===== config.mk =====
export PLATFORM = sky130hd
export DESIGN_NAME = lifo_stack_core_flat
export DESIGN_NICKNAME = d
export VERILOG_FILES = /design/src/rtl/stack_pkg.sv /design/src/rtl/lifo_stack_core_if.sv /design/src/rtl/lifo_stack_core_ptr_ctrl.sv /design/src/rtl/lifo_stack_core.sv /design/src/flat_wrapper.sv
export SDC_FILE = /design/constraint.sdc
export NUM_CORES = 1
export LEC_CHECK = 0
export CELL_PAD_IN_SITES_DETAIL_PLACEMENT = 1
export CELL_PAD_IN_SITES_GLOBAL_PLACEMENT = 1
export CORE_UTILIZATION = 32
export DETAILED_ROUTE_END_ITERATION = 10
export GPL_TIMING_DRIVEN = 1
export PLACE_DENSITY = 0.54
export SLEW_MARGIN = 20
export SYNTH_ARGS = -nofsm -noshare
export SYNTH_HDL_FRONTEND = slang
export SYNTH_HIERARCHICAL = 1
export SYNTH_SLANG_ARGS = --single-unit
export TNS_END_PERCENT = 20

===== constraint.sdc =====
create_clock -name clock -period 2.7 [get_ports clock]
set_input_delay 0.54 -clock clock [delete_from_list [all_inputs] [get_ports clock]]
set_output_delay 0.54 -clock clock [all_outputs]
set_load 0.005 [all_outputs]

===== src/rtl/stack_pkg.sv =====
// rtl/stack_pkg.sv - shared types and constants for the LIFO stack core
package stack_pkg;

    localparam int STACK_WIDTH   = 16;

    localparam int ERR_OVF       = 0;
    localparam int ERR_UNF       = 1;
    localparam int ERR_REP_EMPTY = 2;
    localparam int ERR_ANY       = 3;

    // Encodings match {push, pop} so the decode is a direct cast
    typedef enum logic [1:0] {
        OP_NOP     = 2'b00,
        OP_PUSH    = 2'b10,
        OP_POP     = 2'b01,
        OP_REPLACE = 2'b11
    } stack_op_t;

    typedef enum logic [1:0] {
        RD_HOLD  = 2'b00,
        RD_WDATA = 2'b01,
        RD_MEM   = 2'b10,
        RD_ZERO  = 2'b11
    } rd_sel_t;

endpackage


===== src/rtl/lifo_stack_core_if.sv =====
// rtl/lifo_stack_core_if.sv - push/pop stack interface (snapshot port under STACK_SNAPSHOT_EN)
interface lifo_stack_core_if #(
    parameter int WIDTH = 16,
    parameter int DEPTH = 8
);
    localparam int PTR_W = $clog2(DEPTH) + 1;

    logic             push;
    logic             pop;
    logic [WIDTH-1:0] write_data;
    logic             clear_err;
    logic [WIDTH-1:0] read_data;
    logic             empty;
    logic             full;
    logic [PTR_W-1:0] count;
    logic [3:0]       error;
`ifdef STACK_SNAPSHOT_EN
    logic [4*WIDTH-1:0] snapshot;
`endif

    modport master (
        output push, pop, write_data, clear_err,
`ifdef STACK_SNAPSHOT_EN
        input  snapshot,
`endif
        input  read_data, empty, full, count, error
    );

    modport slave (
        input  push, pop, write_data, clear_err,
`ifdef STACK_SNAPSHOT_EN
        output snapshot,
`endif
        output read_data, empty, full, count, error
    );

endinterface


===== src/rtl/lifo_stack_core_ptr_ctrl.sv =====
// rtl/lifo_stack_core_ptr_ctrl.sv - stack_ptr_ctrl: op decode, saturating count, flags, sticky errors
module stack_ptr_ctrl
    import stack_pkg::*;
#(
    parameter int DEPTH  = 8,
    parameter int PTR_W  = $clog2(DEPTH) + 1,
    parameter int ADDR_W = $clog2(DEPTH)
) (
    input  logic              clock,
    input  logic              reset,
    input  logic              push,
    input  logic              pop,
    input  logic              clear_err,
    output logic [PTR_W-1:0]  count,
`ifdef STACK_SNAPSHOT_EN
    output logic [PTR_W-1:0]  count_nxt,
`endif
    output logic              empty,
    output logic              full,
    output logic [3:0]        error,
    output logic              wr_en,
    output logic [ADDR_W-1:0] wr_addr,
    output rd_sel_t           rd_sel,
    output logic [ADDR_W-1:0] rd_addr
);
    stack_op_t        op;
    logic [PTR_W-1:0] cnt_nxt;
    logic [2:0]       err_set;
    logic [2:0]       err_q;
    logic [2:0]       err_nxt;
    logic             err_any_q;

    assign op    = stack_op_t'({push, pop});
    assign empty = (count == '0);
    assign full  = (count == PTR_W'(DEPTH));

    always_comb begin
        wr_en   = 1'b0;
        wr_addr = count[ADDR_W-1:0];
        rd_sel  = RD_HOLD;
        rd_addr = count[ADDR_W-1:0] - ADDR_W'(2);
        cnt_nxt = count;
        err_set = '0;
        unique case (op)
            OP_PUSH: begin
                if (!full) begin
                    wr_en   = 1'b1;
                    cnt_nxt = count + PTR_W'(1);
                    rd_sel  = RD_WDATA;
                end else begin
                    err_set[ERR_OVF] = 1'b1;
                end
            end
            OP_POP: begin
                if (count >= PTR_W'(2)) begin
                    cnt_nxt = count - PTR_W'(1);
                    rd_sel  = RD_MEM;
                end else if (count == PTR_W'(1)) begin
                    cnt_nxt = '0;
                    rd_sel  = RD_ZERO;
                end else begin
                    err_set[ERR_UNF] = 1'b1;
                end
            end
            OP_REPLACE: begin
                wr_en  = 1'b1;
                rd_sel = RD_WDATA;
                if (empty) begin
                    wr_addr                = '0;
                    cnt_nxt                = PTR_W'(1);
                    err_set[ERR_REP_EMPTY] = 1'b1;
                end else begin
                    wr_addr = count[ADDR_W-1:0] - ADDR_W'(1);
                end
            end
            default: ;
        endcase
        // A fresh error in the clearing cycle survives the clear
        err_nxt = (clear_err ? 3'b000 : err_q) | err_set;
    end

`ifdef STACK_SNAPSHOT_EN
    assign count_nxt = cnt_nxt;
`endif

    always_ff @(posedge clock or posedge reset) begin
        if (reset) begin
            count     <= '0;
            err_q     <= '0;
            err_any_q <= 1'b0;
        end else begin
            count     <= cnt_nxt;
            err_q     <= err_nxt;
            err_any_q <= |err_nxt;
        end
    end

    assign error = {err_any_q, err_q};

endmodule


===== src/rtl/lifo_stack_core.sv =====
// rtl/lifo_stack_core.sv - LIFO storage and registered top-of-stack; STACK_SNAPSHOT_EN adds top-four snapshot
module lifo_stack_core
    import stack_pkg::*;
#(
    parameter int WIDTH = STACK_WIDTH,
    parameter int DEPTH = 8
) (
    input  logic           clock,
    input  logic           reset,
    lifo_stack_core_if.slave bus
);
    localparam int PTR_W  = $clog2(DEPTH) + 1;
    localparam int ADDR_W = $clog2(DEPTH);

    logic [WIDTH-1:0]  mem [DEPTH];
    logic [WIDTH-1:0]  read_q;
    logic              wr_en;
    logic [ADDR_W-1:0] wr_addr;
    logic [ADDR_W-1:0] rd_addr;
    rd_sel_t           rd_sel;
`ifdef STACK_SNAPSHOT_EN
    logic [PTR_W-1:0]   count_nxt;
    logic [4*WIDTH-1:0] snap_q;
    logic [4*WIDTH-1:0] snap_nxt;
`endif

    stack_ptr_ctrl #(.DEPTH(DEPTH), .PTR_W(PTR_W), .ADDR_W(ADDR_W)) u_ctrl (
        .clock     (clock),
        .reset     (reset),
        .push      (bus.push),
        .pop       (bus.pop),
        .clear_err (bus.clear_err),
        .count     (bus.count),
`ifdef STACK_SNAPSHOT_EN
        .count_nxt (count_nxt),
`endif
        .empty     (bus.empty),
        .full      (bus.full),
        .error     (bus.error),
        .wr_en     (wr_en),
        .wr_addr   (wr_addr),
        .rd_sel    (rd_sel),
        .rd_addr   (rd_addr)
    );

    always_ff @(posedge clock) begin
        if (wr_en) begin
            mem[wr_addr] <= bus.write_data;
        end
    end

    always_ff @(posedge clock or posedge reset) begin
        if (reset) begin
            read_q <= '0;
        end else begin
            unique case (rd_sel)
                RD_WDATA: read_q <= bus.write_data;
                RD_MEM:   read_q <= mem[rd_addr];
                RD_ZERO:  read_q <= '0;
                default:  read_q <= read_q;
            endcase
        end
    end

    assign bus.read_data = read_q;

`ifdef STACK_SNAPSHOT_EN
    // Built from post-edge state so a same-cycle write shows up immediately
    always_comb begin
        logic [ADDR_W-1:0] idx;
        snap_nxt = '0;
        idx      = '0;
        for (int i = 0; i < 4; i++) begin
            idx = count_nxt[ADDR_W-1:0] - ADDR_W'(i + 1);
            if (PTR_W'(i) < count_nxt) begin
                snap_nxt[i*WIDTH +: WIDTH] = (wr_en && idx == wr_addr) ? bus.write_data : mem[idx];
            end
        end
    end

    always_ff @(posedge clock or posedge reset) begin
        if (reset) begin
            snap_q <= '0;
        end else begin
            snap_q <= snap_nxt;
        end
    end

    assign bus.snapshot = snap_q;
`endif

endmodule


===== src/flat_wrapper.sv =====
// flat-port wrapper written by rule: the top's interface ports become plain ports
module lifo_stack_core_flat import stack_pkg::*;
#(
    parameter int WIDTH = STACK_WIDTH,
    parameter int DEPTH = 8
)
  (clock, reset, bus_push, bus_pop, bus_write_data, bus_clear_err, bus_read_data, bus_empty, bus_full, bus_count, bus_error);
  lifo_stack_core_if #(.WIDTH(WIDTH), .DEPTH(DEPTH)) bus_i ();
  input  logic clock;
  input  logic reset;
  input wire logic [$bits(bus_i.push)-1:0] bus_push;
  input wire logic [$bits(bus_i.pop)-1:0] bus_pop;
  input wire logic [$bits(bus_i.write_data)-1:0] bus_write_data;
  input wire logic [$bits(bus_i.clear_err)-1:0] bus_clear_err;
  output wire logic [$bits(bus_i.read_data)-1:0] bus_read_data;
  output wire logic [$bits(bus_i.empty)-1:0] bus_empty;
  output wire logic [$bits(bus_i.full)-1:0] bus_full;
  output wire logic [$bits(bus_i.count)-1:0] bus_count;
  output wire logic [$bits(bus_i.error)-1:0] bus_error;
  assign bus_i.push = bus_push;
  assign bus_i.pop = bus_pop;
  assign bus_i.write_data = bus_write_data;
  assign bus_i.clear_err = bus_clear_err;
  assign bus_read_data = bus_i.read_data;
  assign bus_empty = bus_i.empty;
  assign bus_full = bus_i.full;
  assign bus_count = bus_i.count;
  assign bus_error = bus_i.error;
  lifo_stack_core #(.WIDTH(WIDTH), .DEPTH(DEPTH)) u_core (.clock(clock), .reset(reset), .bus(bus_i));
endmodule

==> results.json <==
{
  "ir_drop_uv": 446,
  "rr_endpoint": "u_core/bus.read_data[7]",
  "tritoncts.num_buffers": 17,
  "overflow": 0,
  "hpwl_mm": 10.4,
  "nets": 520,
  "num-fill-cells": 2015,
  "post-synth-top-area-cell": "edfxtp_1",
  "seq_area_frac_synth_pct": 67.3,
  "period_share_pct": 95.9,
  "path_delay_family": "buffers and inverters",
  "path_class": "register to output port",
  "fin_area_mm2": 0.00823,
  "antenna_left": 0,
  "rsz0062_at_grt": "false",
  "crit_path_max_incr_delay_ns": 0.50,
  "slew_headroom_pct": 60.0,
  "antenna_found_initial": 0,
  "post_layout_nonfiller_instances": 775,
  "clk_path_buf_depth": 2,
  "clock.fmax_ghz": 0.386,
  "crit_chain": "buf_4, inv_4, ha_4, nand2b_1, nor2_2, buf_4, clkdlybuf4s50_1",
  "routabilityCongestion": 0.842,
  "whs_ns": 0.416,
  "p_int_mw": 5.84,
  "die-area_mm2": 0.0212,
  "io_buffers": 46,
  "first_global_vias": 4276,
  "tightestPinTransition_ns": 0.601,
  "maxSlewViolCount": 0,
  "yosysMostFrequentCell": "edfxtp_1",
  "maxCapViolations": 0,
  "slowest_stage": "clkdlybuf4s50_1",
  "start_kind": "register",
  "h-tree-depth": 4,
  "pwr_density_cell_mw_per_mm2": 1020,
  "ys_warn_count": 6,
  "min_period_ns": 2.59,
  "synth_area_mm2": 0.00661,
  "rrSetupSlack_ns": 0.17,
  "die_width_um": 146,
  "finalSetupViolCount": 0,
  "first_iter_violations": 179,
  "status": "finished, final reports clean",
  "ios": 47,
  "wl_per_cell_um": 20.6,
  "path_buf_inv": 4,
  "ys.flop_type": "edfxtp_1",
  "path_clk_slew_ns": 0.06,
  "utilization_pct": 40.7,
  "insertion_delay_ns": 0.42,
  "hold_class": "input port to asynchronous set/reset pin",
  "finalHoldViolations": 0,
  "crit_top_cell": "buf_4",
  "vias_per_cell": 5.02,
  "synth_cells": 412,
  "clock_sinks": 152,
  "synth-seq-cells": 152,
  "num_vias": 3892,
  "ys_types": 53,
  "rows": 52,
  "finalClockSkew_ns": 0.00504,
  "p_clk_share_pct": 27.6,
  "ys_async_sr_fraction_pct": 15.8,
  "syn-num-nets": 440,
  "total_power_mw": 8.40,
  "antennaDiodeCount": 0,
  "dr.pass1.iters": 4,
  "power.net_switching_mw": 2.56,
  "routed_wl_mm": 15.9,
  "cts-root-buf": "clkbuf_16",
  "synth_top_cell_area_share_pct": 58.2,
  "place_area_mm2": 0.00763,
  "cts_tree": "yes",
  "end_kind": "output port",
  "power_frac_comb_pct": 34.9,
  "p_sw_share_pct": 30.5,
  "reg2regPathDepth": 11,
  "fin_setup_tns_ns": 0,
  "hold_buffers": 0,
  "synth_edf_count": 128,
  "critPathArrivalTime_ns": 2.05,
  "core_mm2": 0.0202,
  "synthTopCellsByArea": "edfxtp_1 (58%), dfrtp_1 (9.1%), mux4_2 (3.4%)",
  "grt_max_degree": 49,
  "r2r-start": "u_core/u_ctrl/count[0]",
  "finalWorstSetupSlack_ns": 0.110,
  "path_max_fanout": 6,
  "synthTopCellsByCount": "edfxtp_1 (128), dfrtp_1 (24), nor2b_1 (22), mux2i_1 (16), o21ai_0 (16)",
  "p_leak_nw": 2.97,
  "drc_errors": 0,
  "grt_use_total_pct": 16.3,
  "place_ws_ns": 0.0312,
  "area_growth_syn_to_layout_pct": 24.5,
  "cp.required_ns": 2.16,
  "syn_avg_cell_area_um2": 16.0,
  "fp.dieH_um": 146,
  "layout-drive-gt1-share_pct": 20.6,
  "dp_cells": 742,
  "power_frac_seq_pct": 37.5,
  "grt_pass1_wl_mm": 25.4,
  "start_util_pct": 32.7
}
[kinds of logic after synthesis]
logic type	after synthesis	synth area share, %
DFF	152	67.3
and+or+nand+nor	89	7.92
AOI/OAI and AO/OA	82	9.77
muxes	43	10.1
buffers and inverters	39	3.64
adders and majority gates	7	1.33
[area by class of cell]
cell class              instances  area, µm²  share of cell area (%)
flip-flops and latches        152       4450                    54.0
multi-input cells             221       1960                    23.8
repair buffers                 89        871                    10.6
clock buffers                  20        447                    5.43
well taps                     270        338                    4.11
clock inverters                12        126                    1.54
inverters                      11       43.8                   0.532
[state kept, by name, indices dropped and copies added, names as in the netlist]
| name | cells |
|---|---|
| u_core/u_ctrl/err_any_q | 1 |
| u_core/bus.read_data | 16 |
| u_core/u_ctrl/count | 4 |
| u_core/u_ctrl/err_q | 3 |
| u_core/mem | 128 |
[per-layer routing]
| layer | part of all wire (%) | global-route usage [%] | up-vias |
|---|---|---|---|
| met5 | 0 | 0 | - |
| li1 | - | - | 1773 |
| met2 | 51 | 27.3 | 74 |
| met4 | 1.7 | 6.58 | 0 |
| met3 | 3.0 | 3.13 | 21 |
| met1 | 44 | 20.7 | 2024 |
[placed cells by master (no fill, tap or decap), types with 10 or more instances in the layout]
cell / instances
mux2i_1: 16
nand2b_1: 13
clkdlybuf4s50_1: 46
inv_1: 10
nor3_1: 10
clkbuf_16: 17
dfrtp_1: 23
buf_4: 36
nor2b_1: 22
o21ai_0: 16
edfxtp_1: 128
mux4_2: 10
mux2_2: 10
nand2_1: 11
[worst max path at each step]
stage                            from  slack (ns)  depth (start not counted)          endpoint
3_3_place_gp                  bus_pop         0.1                          8  u_core/mem[1][0]
5_1_grt        u_core/u_ctrl/count[1]       0.008                          7         bus_empty
2_1_floorplan  u_core/u_ctrl/count[1]       -0.40                          7  u_core/mem[0][0]
6_report       u_core/u_ctrl/count[1]        0.11                          7         bus_empty
3_5_place_dp                  bus_pop        0.03                          7  u_core/mem[1][0]
4_1_cts        u_core/u_ctrl/count[1]        0.04                          7         bus_empty
[timing repair]
item | CTS | global route
gates resized for setup | 4 | 1
pin swaps | 1 | 1
buffers inserted | 1 | 0
setup endpoints to repair | 2 | 1
gates cloned | 0 | 0
[power by group through the flow]
stage	combinational (mW)	clock (mW)	sequential [mW]
after floorplan	1.75	0	3.21
after global placement	2.88	0	3.19
after detailed placement	2.94	0	3.20
after CTS	3.00	2.38	3.16
after global routing	3.20	2.46	3.19
final	2.93	2.31	3.15
Power figures use the tool's default switching activity.
